## src/rtl/jt12_mix_n_if.sv

```systemverilog
// jt12_mix_n_if -- bus bundle for the N-channel gain mixer.
//
// Signals (direction seen from the mixer, i.e. the slave modport):
//   cen        in   clock enable for all mixer state
//   sample     in   start-of-mix strobe (qualified by cen)
//   din        in   NCH packed signed samples, channel k at [k*WIN +: WIN]
//   gain_we    in   gain register write strobe (not qualified by cen)
//   gain_addr  in   channel index for the gain write
//   gain_din   in   gain value, unsigned, 4 fractional bits (0x10 = unity)
//   dout       out  signed mixed sample, held between updates
//   dout_valid out  one-clk pulse when dout updates
//   clip       out  high when the current dout was saturated
//   busy       out  high while a mix is in progress
//   drop       out  sticky: a sample strobe arrived while busy
interface jt12_mix_n_if #(
    parameter int NCH  = 4,
    parameter int WIN  = 16,
    parameter int GW   = 8,
    parameter int WOUT = 16
);
    logic                   cen;
    logic                   sample;
    logic [NCH*WIN-1:0]     din;
    logic                   gain_we;
    logic [3:0]             gain_addr;
    logic [GW-1:0]          gain_din;
    logic signed [WOUT-1:0] dout;
    logic                   dout_valid;
    logic                   clip;
    logic                   busy;
    logic                   drop;

    modport master (
        output cen, sample, din, gain_we, gain_addr, gain_din,
        input  dout, dout_valid, clip, busy, drop
    );

    modport slave (
        input  cen, sample, din, gain_we, gain_addr, gain_din,
        output dout, dout_valid, clip, busy, drop
    );
endinterface

```

## src/rtl/jt12_mix_n.sv

```systemverilog
// jt12_mix_n -- sequential N-channel mixer with per-channel gain.
//
// A sample strobe snapshots all channels, then one multiply-accumulate per
// cen-qualified edge sums snap[k]*gain[k]; a final edge scales by 1/16,
// saturates to WOUT bits and pulses dout_valid.
//
// Ports:
//   clk  clock
//   rst  synchronous active-high reset
//   bus  jt12_mix_n_if.slave (see interface file for signal list)
module jt12_mix_n #(
    parameter int NCH  = 4,
    parameter int WIN  = 16,
    parameter int GW   = 8,
    parameter int WOUT = 16
) (
    input  logic         clk,
    input  logic         rst,
    jt12_mix_n_if.slave  bus
);
    // Accumulator wide enough that NCH full-scale products can never overflow.
    localparam int AW = WIN + GW + $clog2(NCH + 1);
    localparam int PW = WIN + GW + 1;
    localparam int IW = (NCH > 1) ? $clog2(NCH) : 1;

    localparam logic signed [AW-1:0] SAT_HI = AW'(2**(WOUT-1) - 1);
    localparam logic signed [AW-1:0] SAT_LO = ~SAT_HI;

    typedef enum logic [1:0] {IDLE, ACC, OUT} state_t;

    state_t                 state_q, state_d;
    logic [IW-1:0]          idx_q, idx_d;
    logic signed [AW-1:0]   acc_q, acc_d;
    logic signed [WIN-1:0]  snap_q [NCH];
    logic signed [WIN-1:0]  snap_d [NCH];
    logic [GW-1:0]          gain_q [NCH];
    logic signed [WOUT-1:0] dout_q, dout_d;
    logic                   valid_q, valid_d;
    logic                   clip_q, clip_d;
    logic                   drop_q, drop_d;

    logic                   busy;
    logic                   gain_hit;
    logic signed [PW-1:0]   prod;
    logic signed [AW-1:0]   shifted;

    assign busy     = (state_q != IDLE);
    assign gain_hit = bus.gain_we && (32'(bus.gain_addr) < NCH);

    always_comb begin
        // NOTE: every always_comb target gets a default first so no path
        // leaves it unassigned, which would infer a latch.
        state_d = state_q;
        idx_d   = idx_q;
        acc_d   = acc_q;
        snap_d  = snap_q;
        dout_d  = dout_q;
        clip_d  = clip_q;
        valid_d = 1'b0;
        // A strobe while busy (including the OUT edge) is dropped, not queued.
        drop_d  = drop_q | (bus.cen & bus.sample & busy);

        // Gain is zero-extended so the product is signed x unsigned.
        prod    = snap_q[idx_q] * $signed({1'b0, gain_q[idx_q]});
        // Arithmetic shift floors toward minus infinity.
        shifted = acc_q >>> 4;

        if (bus.cen) begin
            case (state_q)
                IDLE: begin
                    if (bus.sample) begin
                        for (int k = 0; k < NCH; k++) begin
                            snap_d[k] = bus.din[k*WIN +: WIN];
                        end
                        acc_d   = '0;
                        idx_d   = '0;
                        state_d = ACC;
                    end
                end
                ACC: begin
                    acc_d = acc_q + AW'(prod);
                    idx_d = idx_q + 1'b1;
                    if (idx_q == IW'(NCH - 1)) begin
                        idx_d   = '0;
                        state_d = OUT;
                    end
                end
                OUT: begin
                    if (shifted > SAT_HI) begin
                        dout_d = WOUT'(SAT_HI);
                        clip_d = 1'b1;
                    end else if (shifted < SAT_LO) begin
                        dout_d = WOUT'(SAT_LO);
                        clip_d = 1'b1;
                    end else begin
                        dout_d = WOUT'(shifted);
                        clip_d = 1'b0;
                    end
                    valid_d = 1'b1;
                    state_d = IDLE;
                end
                default: state_d = IDLE;
            endcase
        end
    end

    always_ff @(posedge clk) begin
        // NOTE: state registers use non-blocking assignment so every register
        // samples pre-edge values regardless of statement order.
        if (rst) begin
            state_q <= IDLE;
            idx_q   <= '0;
            acc_q   <= '0;
            dout_q  <= '0;
            valid_q <= 1'b0;
            clip_q  <= 1'b0;
            drop_q  <= 1'b0;
            // NOTE: the gain bank is reset because its reset value (unity) is
            // architecturally visible; the snapshot bank is not, since it is
            // always rewritten before it is read.
            for (int k = 0; k < NCH; k++) begin
                gain_q[k] <= GW'(16);
            end
        end else begin
            state_q <= state_d;
            idx_q   <= idx_d;
            acc_q   <= acc_d;
            dout_q  <= dout_d;
            valid_q <= valid_d;
            clip_q  <= clip_d;
            drop_q  <= drop_d;
            // Gain writes ignore cen; the term being summed this edge
            // already read the old gain.
            if (gain_hit) begin
                gain_q[bus.gain_addr[IW-1:0]] <= bus.gain_din;
            end
        end
    end

    always_ff @(posedge clk) begin
        snap_q <= snap_d;
    end

    assign bus.dout       = dout_q;
    assign bus.dout_valid = valid_q;
    assign bus.clip       = clip_q;
    assign bus.busy       = busy;
    assign bus.drop       = drop_q;
endmodule

```

## src/flat_wrapper.sv

```systemverilog
// flat-port wrapper written by rule: the top's interface ports become plain ports
module jt12_mix_n_flat 
#(
    parameter int NCH  = 4,
    parameter int WIN  = 16,
    parameter int GW   = 8,
    parameter int WOUT = 16
)
  (clk, rst, bus_cen, bus_sample, bus_din, bus_gain_we, bus_gain_addr, bus_gain_din, bus_dout, bus_dout_valid, bus_clip, bus_busy, bus_drop);
  jt12_mix_n_if #(.NCH(NCH), .WIN(WIN), .GW(GW), .WOUT(WOUT)) bus_i ();
  input  logic clk;
  input  logic rst;
  input wire logic [$bits(bus_i.cen)-1:0] bus_cen;
  input wire logic [$bits(bus_i.sample)-1:0] bus_sample;
  input wire logic [$bits(bus_i.din)-1:0] bus_din;
  input wire logic [$bits(bus_i.gain_we)-1:0] bus_gain_we;
  input wire logic [$bits(bus_i.gain_addr)-1:0] bus_gain_addr;
  input wire logic [$bits(bus_i.gain_din)-1:0] bus_gain_din;
  output wire logic [$bits(bus_i.dout)-1:0] bus_dout;
  output wire logic [$bits(bus_i.dout_valid)-1:0] bus_dout_valid;
  output wire logic [$bits(bus_i.clip)-1:0] bus_clip;
  output wire logic [$bits(bus_i.busy)-1:0] bus_busy;
  output wire logic [$bits(bus_i.drop)-1:0] bus_drop;
  assign bus_i.cen = bus_cen;
  assign bus_i.sample = bus_sample;
  assign bus_i.din = bus_din;
  assign bus_i.gain_we = bus_gain_we;
  assign bus_i.gain_addr = bus_gain_addr;
  assign bus_i.gain_din = bus_gain_din;
  assign bus_dout = bus_i.dout;
  assign bus_dout_valid = bus_i.dout_valid;
  assign bus_clip = bus_i.clip;
  assign bus_busy = bus_i.busy;
  assign bus_drop = bus_i.drop;
  jt12_mix_n #(.NCH(NCH), .WIN(WIN), .GW(GW), .WOUT(WOUT)) u_core (.clk(clk), .rst(rst), .bus(bus_i));
endmodule
```

## config.mk

```make
export PLATFORM = sky130hd
export DESIGN_NAME = jt12_mix_n_flat
export DESIGN_NICKNAME = d
export VERILOG_FILES = /design/src/rtl/jt12_mix_n_if.sv /design/src/rtl/jt12_mix_n.sv /design/src/flat_wrapper.sv
export SDC_FILE = /design/constraint.sdc
export NUM_CORES = 1
export LEC_CHECK = 0
export CORE_UTILIZATION = 50
export CTS_CLUSTER_DIAMETER = 40
export DETAILED_ROUTE_END_ITERATION = 8
export HOLD_SLACK_MARGIN = 0.02
export PLACE_DENSITY = 0.77
export REMOVE_ABC_BUFFERS = 1
export SLEW_MARGIN = 20
export SYNTH_ARGS = -nofsm -noshare
export SYNTH_HDL_FRONTEND = slang
export SYNTH_SLANG_ARGS = --single-unit
```

## constraint.sdc

```tcl
create_clock -name clk -period 14.2 [get_ports clk]
set_input_delay 1.42 -clock clk [delete_from_list [all_inputs] [get_ports clk]]
set_output_delay 1.42 -clock clk [all_outputs]
set_load 0.02 [all_outputs]
```

---- After elaboration in Yosys (flattened, before gate mapping) ----
Memory sizes are Yosys's and may differ from the RTL's. A register that Yosys moved wholly into a read port is not among the register bits.
Index checks and enable logic that the tools add are counted.
cells by class
  divide/modulo/power cells ............... 0
  multiply operators ...................... 1
  bitwise logic cells ..................... 5
  muxes and demuxes ....................... 26
  $add $sub $neg .......................... 2
  eq/ne operators ......................... 5
  $lt $le $gt $ge ......................... 4
  reductions and logical operators ........ 10
  shift-type cells ........................ 0
operator list
  cell                    number
  $mux W16                4
  $pmux W27 S2            1
  $bmux W16 S2            1
  $add A27 B25 Y27        1
  $mux W27                1
  $mul A16 B9 Y25         1
  $gt A23 B16 Y1 const B  1
  $lt A23 B16 Y1 const B  1
  $mux W2                 7
  $mux W1                 9
  $reduce_and A3 Y1       3
  $mux W8                 1
  $pmux W2 S2             2
  $reduce_or A8 Y1        1
  $eq A2 B2 Y1 const B    2
  $lt A4 B3 Y1 const B    1
  $reduce_bool A2 Y1      2
  $ge A3 B3 Y1 const B    1
  $not A2 Y3              1
  $add A2 B1 Y2 const B   1
  $and A1 B1 Y1           2
  $eq A2 B1 Y1 const B    1
  $logic_not A2 Y1        1
  $ne A2 B1 Y1 const B    1
  other kinds (6)         6
storage, ports and cells
  input port bits ......................... 81
  bits in read-only memories .............. 0
  logic and storage cells ................. 65
  memories ................................ 1
  output and inout bits ................... 20
  latch bits .............................. 0
  register bits after elaboration ......... 114
  memory bits (writable) .................. 32
memory list
  name           depth  width  read ports  clocked after Yosys merged registers in  wr ports  line              RTL
  u_core.gain_q  4      8      1           1                                        4         jt12_mix_n.sv:36  logic [GW-1:0] gain_q [NCH];

---- Depth between registers and ports, before layout ----
  depth in word-level cells ............... 7
  gate-level depth with buffers ........... 23

---- Worst setup path after synthesis ----
OpenSTA, ideal clock, no wires.
  path kind ............................... flip-flop to flip-flop
  from .................................... reg u_core.idx_q[0]
  to ...................................... reg u_core.acc_q[26]
  cell stages (with the launch flop) ...... 21
  data required time ...................... 14.138 ns
  path slack .............................. 8.100 ns
  data arrival time ....................... 6.038 ns
  path buffers ............................ 1
  cell sequence ........................... dfxtp_1 > buf_2 > mux4_2 > and2_1 > fa_1 > inv_1 > fa_1 > inv_1 > fa_1 > inv_1 > fa_1 > fa_1 > inv_1 > ha_1 > a21o_1 > a21o_1 > a211oi_1 > o21bai_1 > a211oi_1 > mux2_2 > nand3_1
between the ends
  longest elaborated chain between the ends .. 7
ends and longest elaborated chain
  item                                          line               RTL
  from (decl)                                   jt12_mix_n.sv:32   logic [IW-1:0] idx_q, idx_d;
  from (signal assigned)                        jt12_mix_n.sv:126  idx_q <= idx_d;
  $not A2 Y3 (implied by the code)              jt12_mix_n.sv:64   prod = snap_q[idx_q] * $signed({1'b0, gain_q[idx_q]});
  $bmux W16 S2                                  jt12_mix_n.sv:64
  $mux W16 (implied by the code) (2 in series)  jt12_mix_n.sv:64
  $mul A16 B9 Y25                               jt12_mix_n.sv:64
  $add A27 B25 Y27                              jt12_mix_n.sv:81   acc_d = acc_q + AW'(prod);
  $pmux W27 S2                                  jt12_mix_n.sv:69   case (state_q)
  to (signal assigned)                          jt12_mix_n.sv:113  acc_q <= '0;
  to (signal assigned)                          jt12_mix_n.sv:127  acc_q <= acc_d;
  to (decl)                                     jt12_mix_n.sv:33   logic signed [AW-1:0] acc_q, acc_d;
Every way passes these cells. The select of a mux whose other input is x is not followed.
A chain may end at the register's enable or synchronous reset.

---- Worst setup path in the final report ----
Same ends and word-level chain as after synthesis.

==> insert_results.sql <==
INSERT INTO impl_metrics (metric_group, metric, value, unit) VALUES
('run_status', 'run_status', 'complete, but fails checks', ''),
('run_status', 'failed_checks', 'design-rule violations', ''),
('placement', 'dp.final_hpwl', '18400', 'µm'),
('detailed_routing', 'drt.antenna.violating_nets', '0', ''),
('clock_tree', 'cts_tree', 'yes', ''),
('worst_setup_path', 'cp_top_family', 'adder cells', ''),
('power', 'overall_power_after_layout', '3070', 'µW'),
('timing', 'relSlewSlack', '31.1', '%'),
('worst_setup_path', 'cell_type_of_the_slowest_stage_on_the_worst_timing_path', 'sky130_fd_sc_hd__fa_1', ''),
('layout', 'nNetsFinal', '1414', ''),
('floorplanning', 'floorplan.die.width', '152', 'µm'),
('worst_setup_path', 'crit_fanout', '13', ''),
('yosys', 'synthesis.area_per_instance', '10.7', 'µm²'),
('clock_tree', 'cts.hold.buffers_added', '0', ''),
('clock_tree', 'cts_post_setup_buffers_inserted', '0', ''),
('clock_tree', 'number_of_buffers_added_by_the_clock_tree_synthesis_step', '17', ''),
('yosys', 'synth.yosys.seq_area_share', '34.7', '%'),
('layout', 'final_cell_count_no_fill', '1439', ''),
('timing', 'finalMaxSlewViolations', '0', ''),
('placement', 'placed_cell_area', '12600', 'µm²'),
('timing', 'timing.setup.tns', '0', 'ns'),
('placement', 'post-place-ws', '7.38', 'ns'),
('power', 'max-vdd-ir-drop', '0.000207', 'V'),
('floorplanning', 'dieArea', '23200', 'µm²'),
('grt', 'vias_in_the_first_global_route', '8540', ''),
('layout', 'fillCellCount', '1781', ''),
('grt', 'grt_antenna_before_repair', '0', ''),
('timing', 'final_critical_path_setup_slack', '7.36', 'ns'),
('placement', 'placedCellCount', '1407', ''),
('worst_setup_path', 'worstPathBufferInverterCount', '5', ''),
('clock_tree', 'maximum_clock_path_buffer_count', '2', ''),
('timing', 'tightestPinTransition', '1.03', 'ns'),
('worst_setup_path', 'timing.critical_path.from_type', 'flip-flop', ''),
('worst_setup_path', 'critPathArrivalTime', '7.21', 'ns'),
('power', 'power_density', '233', 'nW/µm²'),
('clock_tree', 'clock_sinks', '148', ''),
('detailed_routing', 'wl_per_cell', '16.9', 'µm'),
('grt', 'pin_count_of_the_biggest_net_entering_global_routing', '65', ''),
('floorplanning', 'floorplan.initialDensity', '51.4', '%'),
('timing', 'clock_skew', '0.0190', 'ns'),
('grt', 'gr-usage-met1', '28.0', '%'),
('detailed_routing', 'wl', '24300', 'µm'),
('worst_setup_path', 'critPathKind', 'reg -> reg', ''),
('timing', 'finalCritPeriodShare', '48.1', '%'),
('clock_tree', 'post_cts.resized_instances', '0', ''),
('timing', 'hold_viol_final', '0', ''),
('power', 'static_leakage', '0.00558', 'µW'),
('yosys', 'ys_seq_elements', '148', ''),
('yosys', 'synth_top_flop_cell', 'sky130_fd_sc_hd__edfxtp_1', ''),
('floorplanning', 'num_io_pins', '101', ''),
('timing', 'rsz0062_at_grt', 'false', ''),
('placement', 'place_congestion', '0.855', ''),
('layout', 'final_design_area_excluding_fillers', '13200', 'µm²'),
('yosys', 'synth.most_common_cell', 'sky130_fd_sc_hd__inv_1', ''),
('grt', 'global_route_met2_utilization', '40.6', '%'),
('floorplanning', 'placementRows', '54', ''),
('grt', 'grt.overflow.total', '0', ''),
('clock_tree', 'clk-insertion-delay-late', '0.45', 'ns'),
('yosys', 'ys_top_cells_by_area', 'sky130_fd_sc_hd__edfxtp_1 26%, sky130_fd_sc_hd__fa_1 23%, sky130_fd_sc_hd__dfxtp_1 9.2%', ''),
('yosys', 'yosys-top-cells-count', '188 x sky130_fd_sc_hd__inv_1, 127 x sky130_fd_sc_hd__fa_1, 105 x sky130_fd_sc_hd__and2_1', ''),
('grt', 'grt_first_pass_wirelength', '41700', 'µm'),
('detailed_routing', 'drt_first_pass_iters', '7', ''),
('clock_tree', 'cts-htree-levels', '4', ''),
('detailed_routing', 'drt_drc_violations_left', '4', ''),
('yosys', 'async_flop_share', '0', '%'),
('timing', 'fmax', '146', 'MHz'),
('floorplanning', 'core', '22000', 'µm²'),
('worst_setup_path', 'crit_chain', 'buf_4 -> mux4_2 -> and2_1 -> fa_1 -> inv_1 -> fa_1 -> inv_1 -> fa_1 -> inv_1 -> fa_1 -> fa_1 -> inv_1 -> ha_1 -> a21o_1 -> a21o_1 -> a211oi_1 -> o21bai_1 -> a211oi_1 -> mux2_2 -> nand3_1', ''),
('grt', 'met3_resource_use_gr', '4.10', '%'),
('layout', 'number_of_antenna_cells_inserted', '0', ''),
('clock_tree', 'clk_transition_reported_paths', '0.07', 'ns');
## area by class of cell
type	instances	area, µm²	area share, %
repair buffers	107	1050	8.00
inverters	188	706	5.36
clock inverters	15	179	1.36
multi-input cells	684	6530	49.6
clock buffers	17	425	3.23
flip-flops and latches	148	3920	29.8
well taps	280	350	2.66
## power by group
part	leakage, µW	switching [µW]	total [µW]	internal, µW
Sequential	0.00132	34.3	536	501
Combinational	0.00397	1270	2070	797
Clock	0.000288	223	461	238
## cells by family after synthesis
| group | share of synthesized area (%) |
|---|---|
| flops | 34.7 |
| compound gates | 7.17 |
| simple gates | 15.1 |
| buf+inv | 7.50 |
| xor+xnor | 1.09 |
| mux | 5.25 |
| fa+ha+maj | 29.2 |
## cell usage in the layout (no fill, tap or decap), types with 7 or more instances in the layout
cell type	count
sky130_fd_sc_hd__inv_1	188
sky130_fd_sc_hd__fa_1	127
sky130_fd_sc_hd__and2_1	105
sky130_fd_sc_hd__clkdlybuf4s50_1	100
sky130_fd_sc_hd__edfxtp_1	96
sky130_fd_sc_hd__nand2_1	90
sky130_fd_sc_hd__ha_1	60
sky130_fd_sc_hd__dfxtp_1	52
sky130_fd_sc_hd__a21oi_1	51
sky130_fd_sc_hd__nor2_1	48
sky130_fd_sc_hd__nor3_1	25
sky130_fd_sc_hd__mux4_2	24
sky130_fd_sc_hd__o21ai_0	20
sky130_fd_sc_hd__clkbuf_16	17
sky130_fd_sc_hd__nand3_1	9
sky130_fd_sc_hd__xnor2_1	8
sky130_fd_sc_hd__buf_4	7
## state kept, by name, indices dropped and copies added (netlist names), named ones only
signal,count
u_core.acc_q,27
u_core.bus.clip,1
u_core.bus.dout,16
u_core.bus.dout_valid,1
u_core.bus.drop,1
u_core.gain_q,32
u_core.idx_q,2
u_core.snap_q,64
u_core.state_q,2
## metal layers
metal	vias up	wire length (µm)	share of wire [%]
li1	3652	-	-
met3	46	1010	4.2
met1	3904	10100	41
met2	188	12600	52
met5	-	0	0
met4	0	650	2.7
## metrics by stage
step	hold slack (ns)	utilization [%]
finish	0.474	60.0
global route	0.513	60.0
CTS	0.482	60.0
detailed placement	0.462	57.2
global placement	0.456	57.2
floorplan	0.439	-
## path summary, 6_finish.rpt
kind                   start               end  slack (ns)  cells after the start
max          u_core.idx_q[0]  u_core.acc_q[26]        7.36                     20
min          u_core.bus.drop   u_core.bus.drop        0.47                      2
max reg2reg  u_core.idx_q[0]  u_core.acc_q[26]        7.36                     20
min reg2reg  u_core.bus.drop   u_core.bus.drop        0.47                      2
## worst register-to-register path: stages (launching register included)
cell and delay [ns]:
sky130_fd_sc_hd__dfxtp_1 0.56, sky130_fd_sc_hd__buf_4 0.35, sky130_fd_sc_hd__mux4_2 0.65, sky130_fd_sc_hd__and2_1 0.22, sky130_fd_sc_hd__fa_1 0.50, sky130_fd_sc_hd__inv_1 0.15
sky130_fd_sc_hd__fa_1 0.69, sky130_fd_sc_hd__inv_1 0.09, sky130_fd_sc_hd__fa_1 0.51, sky130_fd_sc_hd__inv_1 0.06, sky130_fd_sc_hd__fa_1 0.48, sky130_fd_sc_hd__fa_1 0.55
sky130_fd_sc_hd__inv_1 0.04, sky130_fd_sc_hd__ha_1 0.38, sky130_fd_sc_hd__a21o_1 0.21, sky130_fd_sc_hd__a21o_1 0.19, sky130_fd_sc_hd__a211oi_1 0.22, sky130_fd_sc_hd__o21bai_1 0.11
sky130_fd_sc_hd__a211oi_1 0.35, sky130_fd_sc_hd__mux2_2 0.38, sky130_fd_sc_hd__nand3_1 0.08
Power figures use the tool's default switching activity.
